$ cat config.mk
export PLATFORM = sky130hd
export DESIGN_NAME = vga_pixel_gen
export DESIGN_NICKNAME = d
export VERILOG_FILES = /design/src/rtl/vga_pixel_gen.sv
export SDC_FILE = /design/constraint.sdc
export NUM_CORES = 1
export LEC_CHECK = 0
export ABC_AREA = 1
export BUFFER_PORTS_ARGS = -buffer_cell sky130_fd_sc_hd__buf_2
export CAP_MARGIN = 25
export CORE_UTILIZATION = 47
export DETAILED_ROUTE_END_ITERATION = 8
export PLACE_DENSITY = 0.78
export SLEW_MARGIN = 20
export SYNTH_ARGS = -nofsm -noshare
export SYNTH_HDL_FRONTEND = slang
export SYNTH_SLANG_ARGS = --single-unit
$ cat constraint.sdc
create_clock -name clk -period 1.1 [get_ports clk]
set_input_delay 0.11 -clock clk [delete_from_list [all_inputs] [get_ports clk]]
set_output_delay 0.11 -clock clk [all_outputs]
set_load 0.05 [all_outputs]
$ cat src/rtl/vga_pixel_gen.sv
`timescale 1ns/1ps
`default_nettype none
// +--------------------------------------------------------------------------+
// | vga_pixel_gen: maps VGA timing coordinates onto an upscaled ROM image and |
// | emits RGB444 with syncs re-aligned through a 3-stage pipeline.            |
// | Optional macro PIXEL_GEN_TESTPAT_EN adds test_mode colour bars.           |
// | Revision: 1.0                                                             |
// +--------------------------------------------------------------------------+
module vga_pixel_gen #(
  parameter int          IMG_W    = 128,
  parameter int          IMG_H    = 96,
  parameter int          SCALE    = 2,
  parameter int          X0       = 64,
  parameter int          Y0       = 48,
  parameter int          ADDR_W   = 14,
  parameter logic [11:0] BG_COLOR = 12'h000
) (
  input  logic              clk,
  input  logic              reset,
  input  logic              hsync_in,
  input  logic              vsync_in,
  input  logic              video_on,
  input  logic [9:0]        curr_x,
  input  logic [9:0]        curr_y,
`ifdef PIXEL_GEN_TESTPAT_EN
  input  logic              test_mode,
`endif
  output logic [ADDR_W-1:0] rom_addr,
  input  logic [11:0]       rom_data,
  output logic              hsync,
  output logic              vsync,
  output logic [11:0]       rgb
);

  localparam logic [10:0] X_HI = 11'(X0 + (IMG_W << SCALE));
  localparam logic [10:0] Y_HI = 11'(Y0 + (IMG_H << SCALE));

  // Subtract with one spare bit: the borrow doubles as the lower-edge compare.
  logic [11:0]       dx, dy;
  logic [10:0]       x_img, y_img;
  logic              window;
  logic [ADDR_W-1:0] addr_next;

  assign dx        = {2'b00, curr_x} - 12'(X0);
  assign dy        = {2'b00, curr_y} - 12'(Y0);
  assign x_img     = dx[10:0] >> SCALE;
  assign y_img     = dy[10:0] >> SCALE;
  assign window    = !dx[11] && ({1'b0, curr_x} < X_HI) &&
                     !dy[11] && ({1'b0, curr_y} < Y_HI);
  assign addr_next = ADDR_W'(y_img) * ADDR_W'(IMG_W) + ADDR_W'(x_img);

  logic s1_in_img, s1_vid, s1_hs, s1_vs;
  logic s2_in_img, s2_vid, s2_hs, s2_vs;
  logic [11:0] pix;

`ifdef PIXEL_GEN_TESTPAT_EN
  logic [11:0] bar;
  logic [11:0] s1_bar, s2_bar;
  logic        s1_tm, s2_tm;

  always_comb begin
    bar = 12'h000;
    if      (curr_x < 10'd80)  bar = 12'hFFF;
    else if (curr_x < 10'd160) bar = 12'hFF0;
    else if (curr_x < 10'd240) bar = 12'h0FF;
    else if (curr_x < 10'd320) bar = 12'h0F0;
    else if (curr_x < 10'd400) bar = 12'hF0F;
    else if (curr_x < 10'd480) bar = 12'hF00;
    else if (curr_x < 10'd560) bar = 12'h00F;
  end

  always_ff @(posedge clk or posedge reset) begin
    if (reset) begin
      s1_bar <= 12'h000;
      s1_tm  <= 1'b0;
      s2_bar <= 12'h000;
      s2_tm  <= 1'b0;
    end else begin
      s1_bar <= bar;
      s1_tm  <= test_mode;
      s2_bar <= s1_bar;
      s2_tm  <= s1_tm;
    end
  end
`endif

  always_ff @(posedge clk or posedge reset) begin
    if (reset) begin
      rom_addr  <= '0;
      s1_in_img <= 1'b0;
      s1_vid    <= 1'b0;
      s1_hs     <= 1'b1;
      s1_vs     <= 1'b1;
      s2_in_img <= 1'b0;
      s2_vid    <= 1'b0;
      s2_hs     <= 1'b1;
      s2_vs     <= 1'b1;
      hsync     <= 1'b1;
      vsync     <= 1'b1;
      rgb       <= 12'h000;
    end else begin
      if (window) rom_addr <= addr_next;
      s1_in_img <= window & video_on;
      s1_vid    <= video_on;
      s1_hs     <= hsync_in;
      s1_vs     <= vsync_in;
      s2_in_img <= s1_in_img;
      s2_vid    <= s1_vid;
      s2_hs     <= s1_hs;
      s2_vs     <= s1_vs;
      hsync     <= s2_hs;
      vsync     <= s2_vs;
      rgb       <= pix;
    end
  end

  always_comb begin
    pix = 12'h000;
    if (s2_vid) begin
      if (s2_in_img) pix = rom_data;
      else           pix = BG_COLOR;
`ifdef PIXEL_GEN_TESTPAT_EN
      if (s2_tm)     pix = s2_bar;
`endif
    end
  end

endmodule
`default_nettype wire

==> results of run 1 <==
## synth_stat cells (all sizes together)
library cell,count
o21ai,5
xor2,2
nand3,14
inv,32
nand2,56
nor2,17
dfrtp,30
a21oi,1
clkbuf,1
dfstp,6
fa,1
buf,2
xnor2,2
ha,5
## path summary, 6_finish.rpt
path / start / to / slack (ns)
worst max register to register: s2_in_img / rgb[4] / 0.26
min in group asynchronous: reset / rom_addr[3] / 0.36
worst min-delay path: curr_y[2] / rom_addr[7] / 0.13
max in group asynchronous: reset / s1_hs / 0.48
worst max-delay path: hsync / hsync / -0.04
worst min register to register: s1_hs / s2_hs / 0.36
## cell families after synthesis
group / Yosys count / synth area share, %
AO/OA/AOI/OAI: 6 / 2.13
buffers and inverters: 35 / 9.25
AND/OR/NAND/NOR: 87 / 23.8
XOR/XNOR: 4 / 2.21
flip-flops: 36 / 57.4
adder cells (fa/ha/maj): 6 / 5.22
## state kept, by name, indices dropped and copies added, names as in the netlist
signal / cells
s1_hs: 1
s2_vs: 1
s2_in_img: 1
s2_vid: 1
vsync: 1
rom_addr: 14
s1_vs: 1
rgb: 12
s2_hs: 1
s1_in_img: 1
hsync: 1
s1_vid: 1
## placed cells by master, fill, tap and decap left out
cell,Yosys,layout
a21oi_1,1,1
buf_12,0,2
buf_2,0,46
buf_4,0,16
buf_6,2,1
buf_8,0,4
clkbuf_1,1,2
clkbuf_4,0,13
clkinv_2,0,1
dfrtp_1,30,30
dfstp_2,6,6
dlygate4sd3_1,0,21
fa_2,0,1
ha_1,5,2
ha_2,0,2
ha_4,0,1
inv_1,31,27
inv_12,0,2
inv_2,1,2
inv_4,0,1
nand2_1,53,52
nand2_2,3,3
nand2_4,0,1
nand3_1,11,7
nand3_2,3,7
nor2_1,15,14
nor2_2,1,1
nor2_4,1,2
o21ai_1,4,4
o21ai_2,1,1
xnor2_1,2,2
xor2_1,2,2
## what timing repair did
action	CTS	global route
setup buffers	0	1
hold endpoints to repair	51	0
pin swaps	4	10
setup endpoints to repair	6	16
gates resized for setup	12	16
hold buffers	21	0
## through the flow
stage	std cells	hold WS (ns)	util (%)	power, W	worst slack, ns
after CTS	320	0.118	77.3	0.00323	-0.0856
after detailed placement	291	0.165	67.7	0.00253	-0.466
after floorplan	174	0.114	-	0.00223	-0.216
final	321	0.131	79.2	0.00328	-0.0448
after global placement	291	0.167	67.7	0.00252	-0.423
after global routing	321	0.146	79.2	0.00345	-0.117
## routing by layer
layer  up-vias  track usage, %  share of wire, %
met5         -               0                 0
met4         0            7.97               2.4
met3         8            6.28               4.1
met2        45            37.8                51
met1       653            22.7                42
li1        719               -                 -
## layout make-up
| class | count | area share [%] |
|---|---|---|
| multi-input combinational | 103 | 23.5 |
| clock inverter | 1 | 0.202 |
| clock buffer | 7 | 1.82 |
| tap | 44 | 2.22 |
| sequential | 36 | 36.7 |
| timing repair buffer | 98 | 29.6 |
| inverter | 32 | 5.96 |
## power breakdown
group	leakage, nW	internal [W]	switching, W
logic	0.925	0.000381	0.000728
clock network	0.0293	0.000249	0.000401
registers	0.454	0.00146	0.0000649
==> impl_metrics.json, run 1 <==
{
  "crit_type": "flip-flop to output pin",
  "path_max_fanout": 1,
  "drc_errors": 0,
  "clockRootBuffer": "clkbuf_4",
  "ir_drop_mv": 0.813,
  "finalCritPeriodShare_pct": 104,
  "fmax_ghz": 0.873,
  "synth.largest_area_cell": "dfrtp_1",
  "seqCellArea_um2": 908,
  "ios": 65,
  "path_depth": 1,
  "multi_input_area_um2": 583,
  "synthDominantCellAreaShare_pct": 47.4,
  "layout-area-overhead-vs-synth_pct": 56.4,
  "wl_per_cell_um": 10.9,
  "skew_ns": 0.00904,
  "syn_area_mm2": 0.00158,
  "p_leak_nw": 1.41,
  "grt_pass1_vias": 1320,
  "setup_slack_ns": -0.0448,
  "slew_headroom_pct": 76.8,
  "routed_wl_um": 3510,
  "ys_seq_area_share_pct": 57.4,
  "worstPathCellList": "buf_8",
  "htreeDepth": 2,
  "dpl.hpwl_um": 2230,
  "finalCriticalPeriod_ns": 1.14,
  "synth_warnings": 0,
  "die_area_mm2": 0.00360,
  "grt_max_degree": 37,
  "overflow": 0,
  "core_area_mm2": 0.00313,
  "clockBufferDepth": 2,
  "hp-class": "input port to flip-flop",
  "grt_setup_unrepaired": "yes",
  "vias": 1425,
  "vias_per_cell": 4.44,
  "io_buffers": 60,
  "die_w_um": 60.0,
  "final_area_mm2": 0.00248,
  "worst-path-buf-inv": 1,
  "cts_tree": "built",
  "track_usage_pct": 20.9,
  "num_rows": 20,
  "r2r_cells": 2,
  "ys_seq_elements": 36,
  "cpPeakStageDelay_ns": 0.56,
  "slew_violations": 0,
  "syn_nets": 217,
  "setup_tns_ns": -0.118,
  "ant_nets": 0,
  "drv_cap": 0,
  "power_density_mw_per_mm2": 1330,
  "antenna_found_initial": 0,
  "clk_pin_slew_worst_paths_ns": 0.09,
  "drive_gt1_share_pct": 40.8,
  "status": "finished with violations",
  "worstPathRequired_ns": 0.99,
  "clock_sinks": 36,
  "cts_made_buffers": 5,
  "drtIter0Drc": 60,
  "synth_cells": 174,
  "grt_pass1_wl_um": 5440,
  "clk-insertion-delay-late_ns": 0.34,
  "slowest_stage": "dfstp_2",
  "hold_violations": 0,
  "antennaDiodeCount": 0,
  "drt_first_pass_iters": 4,
  "worst_slew_pin_slew_ns": 0.347,
  "n_fill_cell": 205,
  "placed_cell_area_mm2": 0.00212,
  "nets": 319,
  "syn_avg_cell_area_um2": 9.10,
  "initial_core_util_pct": 50.6,
  "die_y_um": 60.0,
  "synth_cell_types": 20,
  "crit_family": "flip-flops",
  "cp.arrival_ns": 1.03,
  "violations": "setup timing",
  "cp-start-kind": "flip-flop",
  "setup_viol": 4,
  "worstSetupEndpointType": "output pin",
  "gp_congestion": 0.845,
  "synth_area_leaders": "dfrtp_1 (47%), nand2_1 (13%), dfstp_2 (10%)",
  "holdPathStages": 4
}
Note: power is estimated with default switching activity, not from simulation.
==> inputs of run 2 (changes only) <==
PLACE_DENSITY = 0.83   (was 0.78)
==> impl_metrics.json, run 2 (synthesized netlist as in run 1, its figures left out) <==
{
  "power_density_mw_per_mm2": 1340,
  "drive_gt1_share_pct": 42.2,
  "cp-start-kind": "input port",
  "crit_family": "adder cells",
  "grt_pass1_wl_um": 5690,
  "worst-path-buf-inv": 2,
  "fmax_ghz": 0.853,
  "finalCriticalPeriod_ns": 1.17,
  "finalCritPeriodShare_pct": 107,
  "skew_ns": 0.00980,
  "ios": 65,
  "ir_drop_mv": 0.858,
  "drt_first_pass_iters": 4,
  "ant_nets": 0,
  "slew_violations": 0,
  "crit_type": "input port to flip-flop",
  "grt_pass1_vias": 1397,
  "track_usage_pct": 22.0,
  "mostFrequentLayoutCells": "nand2_1 (50), buf_2 (45), dfrtp_1 (30)",
  "whs_ns": 0.103,
  "drtIter0Drc": 75,
  "clockBufferDepth": 2,
  "wl_per_cell_um": 12.6,
  "core_area_mm2": 0.00313,
  "worstSetupEndpointType": "flip-flop",
  "antennaDiodeCount": 0,
  "cts_tree": "built",
  "vias": 1458,
  "vias_per_cell": 4.54,
  "cp.arrival_ns": 1.41,
  "critPathMostFrequentCell": "nand2_1",
  "worst_slew_pin_slew_ns": 0.433,
  "clockRootBuffer": "clkbuf_4",
  "grt_max_degree": 37,
  "drv_cap": 0,
  "violations": "setup timing",
  "htreeDepth": 2,
  "p_leak_nw": 1.40,
  "status": "finished with violations",
  "top_register": "rom_addr",
  "worstPathRequired_ns": 1.34,
  "die_w_um": 60.0,
  "slowest_stage": "fa_2",
  "clk_pin_slew_worst_paths_ns": 0.12,
  "nets": 319,
  "initial_core_util_pct": 50.6,
  "worstPathCellList": "buf_8 -> inv_12 -> nand3_4 -> xor2_1 -> ha_2 -> fa_2 -> nand2_2 -> nor2_4 -> nand2_1 -> nand2_1 -> nand3_1 -> nand2_1",
  "die_area_mm2": 0.00360,
  "die_y_um": 60.0,
  "routed_wl_um": 4060,
  "gp_congestion": 0.775,
  "drc_errors": 0,
  "layout-area-overhead-vs-synth_pct": 58.4,
  "clk-insertion-delay-late_ns": 0.33,
  "hp-class": "input port to flip-flop",
  "largest_reg_flops": 14,
  "finalNonFillerCells": 321,
  "cts_made_buffers": 5,
  "final_common_cell": "nand2_1",
  "place_inst": 289,
  "grt_setup_unrepaired": "yes",
  "path_max_fanout": 2,
  "cpPeakStageDelay_ns": 0.35,
  "num_rows": 20,
  "setup_slack_ns": -0.0719,
  "setup_viol": 5,
  "overflow": 0,
  "clock_sinks": 36,
  "dpl.hpwl_um": 2370,
  "io_buffers": 60,
  "top_regs": "rom_addr: 14 flops, rgb: 12 flops",
  "antenna_found_initial": 0,
  "n_fill_cell": 183,
  "hold_violations": 0,
  "slew_headroom_pct": 71.1,
  "utilization_pct": 80.2
}
[run 2: final timing paths]
kind,end,startpoint,slack [ns],depth (start not counted)
max in group asynchronous,s1_vs,reset,0.50,4
min in group asynchronous,rom_addr[4],reset,0.36,4
setup reg to reg,rgb[9],s2_vid,0.16,2
hold / removal,rom_addr[6],curr_x[8],0.10,3
setup / recovery,rom_addr[13],curr_x[7],-0.07,12
hold reg to reg,s2_in_img,s1_in_img,0.35,0
[run 2: tightest hold or removal path, delay by kind of cell]
family | cells | cell delay [ns]
xor+xnor | 1 | 0.12
buf+inv | 1 | 0.10
compound gates | 1 | 0.08
[run 2: where the power goes]
part,internal (W),total (W),leakage [nW],switching (W)
Sequential,0.00146,0.00153,0.454,0.0000714
Combinational,0.000393,0.00114,0.914,0.000752
Clock,0.000246,0.000692,0.0349,0.000446
Total,0.00210,0.00337,1.40,0.00127
[run 2: per-layer routing]
layer,share of wire [%],GRT usage (%),wire [um]
met1,39,22.7,1580
met2,53,41.4,2170
met3,5.6,6.71,228
met4,2.1,7.64,85
met5,0,0,0
[run 2: final cells by class]
class	count	area [um2]	area share [%]
Clock inverter	3	18.8	0.749
Clock buffer	5	37.5	1.50
Inverter	32	153	6.09
Tap cell	44	55.1	2.20
Sequential cell	36	908	36.2
Timing Repair Buffer	98	729	29.1
Multi-Input combinational cell	103	606	24.2
[run 2: timing repair]
action                     4_1_cts  5_1_grt
hold endpoints to repair        51        0
pin swaps                        7       13
setup buffers                    1        2
hold buffers                    21        0
resized for setup               15       22
setup endpoints to repair        6       25
[run 2: metrics by stage]
| stage | TNS [ns] | cell area [um2] | worst slack (ns) | power (W) |
|---|---|---|---|---|
| 3_5_place_dp | -4.35 | 2090 | -0.463 | 0.00252 |
| 3_3_place_gp | -4.09 | 2090 | -0.434 | 0.00250 |
| 6_report | -0.147 | 2510 | -0.0719 | 0.00337 |
| 4_1_cts | -0.158 | 2410 | -0.0610 | 0.00328 |
| 5_1_grt | -0.593 | 2510 | -0.127 | 0.00354 |
| 2_1_floorplan | -0.718 | 1640 | -0.216 | 0.00223 |
